`config.mk`:
```
export PLATFORM = sky130hd
export DESIGN_NAME = cordic_result_serializer
export DESIGN_NICKNAME = d
export VERILOG_FILES = /design/src/rtl/cordic_result_serializer.sv
export SDC_FILE = /design/constraint.sdc
export NUM_CORES = 1
export LEC_CHECK = 0
export ABC_AREA = 1
export BUFFER_PORTS_ARGS = -buffer_cell sky130_fd_sc_hd__buf_2
export CORE_MARGIN = 10
export CORE_UTILIZATION = 60
export CTS_CLUSTER_SIZE = 16
export DETAILED_ROUTE_END_ITERATION = 16
export PLACE_DENSITY = 0.83
export SYNTH_ARGS = -nofsm -noshare
export SYNTH_HDL_FRONTEND = slang
export SYNTH_SLANG_ARGS = --single-unit
```
`constraint.sdc`:
```
create_clock -name clk -period 7.2 [get_ports clk]
set_input_delay 0.72 -clock clk [delete_from_list [all_inputs] [get_ports clk]]
set_output_delay 0.72 -clock clk [all_outputs]
set_load 0.03 [all_outputs]
```
`src/rtl/cordic_result_serializer.sv`:
```
// CORDIC result serializer: buffers tagged 48-bit results in a small FIFO and
// streams each one as a 7-byte frame (sync byte, then the word MSB-first) on a
// valid/ready byte interface. The upstream controller cannot be stalled, so a
// write into a full FIFO is dropped and counted instead.
module cordic_result_serializer #(
  parameter int          DEPTH     = 8,
  parameter logic [7:0]  SYNC_BYTE = 8'hA5
) (
  input  logic                     clk,
  input  logic                     reset,
  input  logic                     wr_en,
  input  logic [47:0]              wr_data,
  output logic [7:0]               o_byte,
  output logic                     o_valid,
  input  logic                     i_ready,
  input  logic                     clr_ovf,
  output logic                     overflow,
  output logic [15:0]              drop_count,
  output logic [$clog2(DEPTH):0]   occupancy
);

  localparam int AW = $clog2(DEPTH);
  localparam logic [AW:0]   CNT_FULL = (AW+1)'(DEPTH);
  localparam logic [AW:0]   CNT_ONE  = (AW+1)'(1);
  localparam logic [AW-1:0] PTR_ONE  = AW'(1);
  localparam logic [2:0]    LAST_IDX = 3'd5;

  typedef enum logic [1:0] {S_IDLE, S_SYNC, S_DATA} state_t;

  state_t        state, state_n;
  logic [47:0]   mem [DEPTH];
  logic [AW-1:0] wr_ptr, rd_ptr;
  logic [AW:0]   count;
  logic [47:0]   shreg, shreg_n;
  logic [2:0]    idx, idx_n;
  logic [7:0]    byte_n;
  logic          valid_n;
  logic          xfer, pop, has_data, wr_ok, drop;

  function automatic logic [15:0] sat_inc16(input logic [15:0] v);
    return (v == 16'hFFFF) ? v : v + 16'd1;
  endfunction

  assign xfer      = o_valid && i_ready;
  assign has_data  = (count != '0);
  // A full FIFO can still take a word in the same cycle its head is popped.
  assign wr_ok     = wr_en && ((count < CNT_FULL) || pop);
  assign drop      = wr_en && !wr_ok;
  assign occupancy = count;

  // Word storage; contents need no reset since pointers/count qualify them.
  always_ff @(posedge clk) begin
    if (wr_ok) mem[wr_ptr] <= wr_data;
  end

  // FIFO pointers and word count.
  always_ff @(posedge clk or posedge reset) begin
    if (reset) begin
      wr_ptr <= '0;
      rd_ptr <= '0;
      count  <= '0;
    end else begin
      if (wr_ok) wr_ptr <= wr_ptr + PTR_ONE;
      if (pop)   rd_ptr <= rd_ptr + PTR_ONE;
      case ({wr_ok, pop})
        2'b10:   count <= count + CNT_ONE;
        2'b01:   count <= count - CNT_ONE;
        default: count <= count;
      endcase
    end
  end

  // Sticky overflow flag and saturating drop counter; a drop beats a clear.
  always_ff @(posedge clk or posedge reset) begin
    if (reset) begin
      overflow   <= 1'b0;
      drop_count <= '0;
    end else if (drop) begin
      overflow   <= 1'b1;
      drop_count <= clr_ovf ? 16'd1 : sat_inc16(drop_count);
    end else if (clr_ovf) begin
      overflow   <= 1'b0;
      drop_count <= '0;
    end
  end

  // Serializer state, shift register and registered byte outputs.
  always_ff @(posedge clk or posedge reset) begin
    if (reset) begin
      state   <= S_IDLE;
      shreg   <= '0;
      idx     <= '0;
      o_byte  <= '0;
      o_valid <= 1'b0;
    end else begin
      state   <= state_n;
      shreg   <= shreg_n;
      idx     <= idx_n;
      o_byte  <= byte_n;
      o_valid <= valid_n;
    end
  end

  // Next-state logic: frames follow each other without a bubble when queued.
  always_comb begin
    state_n = state;
    shreg_n = shreg;
    idx_n   = idx;
    byte_n  = o_byte;
    valid_n = o_valid;
    pop     = 1'b0;
    case (state)
      S_IDLE: begin
        valid_n = 1'b0;
        if (has_data) begin
          pop     = 1'b1;
          shreg_n = mem[rd_ptr];
          byte_n  = SYNC_BYTE;
          valid_n = 1'b1;
          state_n = S_SYNC;
        end
      end
      S_SYNC: begin
        if (xfer) begin
          byte_n  = shreg[47:40];
          idx_n   = 3'd0;
          state_n = S_DATA;
        end
      end
      S_DATA: begin
        if (xfer) begin
          if (idx != LAST_IDX) begin
            shreg_n = {shreg[39:0], 8'h00};
            byte_n  = shreg[39:32];
            idx_n   = idx + 3'd1;
          end else if (has_data) begin
            pop     = 1'b1;
            shreg_n = mem[rd_ptr];
            byte_n  = SYNC_BYTE;
            state_n = S_SYNC;
          end else begin
            valid_n = 1'b0;
            state_n = S_IDLE;
          end
        end
      end
      default: state_n = S_IDLE;
    endcase
  end

endmodule
```
==> flow_summary.toml <==
[timing]
min_period_over_period = 0.459
hold_violations = 0
worst_slack_ns = 3.90
worst_pin_slew_ns = 1.28
fin_crit_ns = 3.30
slew-limit-headroom = 0.144
fin_worst_skew_ns = 0.0145
maxSlewViolCount = 0
fmax_mhz = 303
rsz0062_at_grt = "false"
setup_viol = 0
final.setup.tns_ns = 0
hold_ws_ns = 0.349

[global_route]
grt_pass1_wl_um = 75800
globalRoute.busiestLayer = "met2"
antenna_found_initial = 5
grt_remaining_overflow = 0
grt_max_degree = 123
use_met1 = 0.300
grt_usage = 0.228
grtUsageMet2 = 0.379
grtUsageMet3 = 0.0427
grt_pass1_vias = 14200

[clock_network]
cts_tree = "yes"
cts_setup_buffers = 0
cts_resized = 0
cts-root-buf = "clkbuf_16"
cts_hold_buf = 0
htreeDepth = 2
cts_buffers = 46
clock_latency_ns = 0.55
cts_max_path_buffers = 3
cts.sinks = 473
clk_pin_slew_ns = 0.06

[placed_design]
hpwl_um = 26200
placed_area_sq_um = 20800
place_ws_ns = 3.99
io_buffers = 82
gp_congestion = 0.874

[floorplanning]
dieWidth_um = 203
start_util = 0.605
dieArea_sq_um = 41300
io-pin-count = 83
core.rowCount = 67
coreArea_sq_um = 33300
die_y_um = 203

[logic_synthesis]
ys_ff_latch = 473
synth.net_count = 1939
synth.avg_cell_area_sq_um = 10.7
netlist_area_sq_um = 20100
ys_seq_area_frac = 0.683
ys_warn_count = 0
syn-instance-count = 1873
synth.distinct_cells = 36

[min_path]
hold_class = "input port to asynchronous set/reset pin"

[finish]
multiInputGateArea_sq_um = 5370
syn_to_final_growth_pct = 11.0
drive_gt1_frac = 0.104
nets = 1987
fill_cells = 2370
seqCellArea_sq_um = 13800
final_common_cell = "nand2_1"
mostFrequentLayoutCells = "nand2_1, edfxtp_1, nor2_1"
design_area_sq_um = 22400

[critical_path]
crit_family = "buffers and inverters"
crit_chain = "inv_4 -> buf_4 -> o21ai_0 -> o22ai_1 -> nand2_1 -> nand3_1 -> nand2_1 -> nand2_1"
crit_slowest_cell = "buf_4"
critPathMostFrequentCell = "nand2_1"
path_buf_inv = 2
critPathRequiredTime_ns = 7.69
worstSetupPathType = "flop to flop"
crit_path_max_fanout = 122
arrival_ns = 3.79
start_kind = "flop"
setup.worst_path.end_class = "flop"
max_stage_delay_ns = 0.99

[routing]
routed_wl_um = 47900
drtIter0Drc = 1480
vias = 14300
dr.pass1.iters = 5
drc = 0
wire_per_inst_um = 19.9
detail-route-antenna-nets = 0
vias_per_cell = 5.94

[pwr]
leakage_nw = 8.76
irDropWorstVdd_uv = 361
finalPower_w = 0.00972
powerDensity_nw_per_um2 = 435

[job]
drv_cap = 0

[outcome]
status = "completed"
## worst register-to-register path: stages, from the launching register on
cell and delay, ns:
dfrtp_4 0.75, inv_4 0.58, buf_4 1.01, o21ai_0 0.35, o22ai_1 0.21, nand2_1 0.09
nand3_1 0.12, nand2_1 0.08, nand2_1 0.06
## sequential cells by signal, indices dropped and copies added (netlist names)
signal      flops
shreg          48
overflow        1
drop_count     16
wr_ptr          3
rd_ptr          3
state           2
o_valid         1
occupancy       4
o_byte          8
idx             3
mem           384
## synthesized netlist by cell type
cell type | instances | share of area
nand3_2 | 1 | 0.00050
o21bai_1 | 3 | 0.0011
o21ai_2 | 1 | 0.00044
ha_1 | 13 | 0.0081
nand2_2 | 6 | 0.0019
xnor2_1 | 1 | 0.00044
clkbuf_1 | 43 | 0.0080
nand4_4 | 1 | 0.0011
buf_1 | 9 | 0.0017
o21ai_1 | 6 | 0.0015
nor2_4 | 1 | 0.00056
buf_2 | 40 | 0.0099
nand3b_1 | 1 | 0.00037
buf_6 | 1 | 0.00056
a21oi_1 | 32 | 0.0080
nand2_1 | 395 | 0.074
edfxtp_1 | 384 | 0.57
nor3b_1 | 1 | 0.00037
nor2_2 | 3 | 0.00093
nand4_1 | 5 | 0.0016
nand2_4 | 1 | 0.00056
xor2_1 | 11 | 0.0048
dfrtp_1 | 89 | 0.11
nor3_1 | 9 | 0.0022
a21oi_2 | 2 | 0.00087
inv_2 | 5 | 0.00093
and2_0 | 1 | 0.00031
o31ai_1 | 1 | 0.00037
o21ai_0 | 175 | 0.044
o211ai_1 | 22 | 0.0082
nand3_1 | 181 | 0.045
inv_1 | 150 | 0.028
nor2_1 | 208 | 0.039
inv_4 | 1 | 0.00031
buf_4 | 8 | 0.0030
o22ai_1 | 62 | 0.019
## routing by layer
metal	up-vias	part of all wire
met5	-	0.00056
met4	6	0.024
met3	111	0.093
met2	756	0.49
met1	6915	0.40
li1	6515	-
## final timing paths
check,start,depth (start not counted),endpoint,slack [ns]
min reg2reg,overflow,2,overflow,0.48
max in group asynchronous,reset,3,rd_ptr[0],5.63
min,reset,2,shreg[39],0.35
max,rd_ptr[0],8,shreg[10],3.90
max reg2reg,rd_ptr[0],8,shreg[10],3.90
min in group clk,wr_data[13],1,mem[5][13],0.44
## layout make-up
type | count | area share
Sequential cell | 473 | 0.616
Multi-Input combinational cell | 1143 | 0.240
Clock buffer | 62 | 0.0551
Inverter | 156 | 0.0264
Tap cell | 448 | 0.0251
Timing Repair Buffer | 101 | 0.0247
Clock inverter | 24 | 0.0127
Antenna cell | 2 | 0.000224
## report_power, final
group / switching, W / internal (W) / total, W / leakage (nW)
logic: 0.00254 / 0.000998 / 0.00353 / 3.44
clock network: 0.000992 / 0.00142 / 0.00241 / 0.739
registers: 0.000264 / 0.00351 / 0.00377 / 4.58
## per-stage QoR
| step | utilization | cells |
|---|---|---|
| finish | 0.672 | 2409 |
| global placement | 0.626 | 2321 |
| global route | 0.672 | 2407 |
| floorplan | - | 1873 |
| detailed placement | 0.626 | 2321 |
| CTS | 0.672 | 2407 |
## cell families after synthesis
logic type / synth area share
buffers and inverters: 0.0524
AND/OR/NAND/NOR: 0.168
AO/OA/AOI/OAI: 0.0832
XOR/XNOR: 0.00522
adder cells (fa/ha/maj): 0.00808
flip-flops: 0.683
Power figures use the tool's default switching activity.
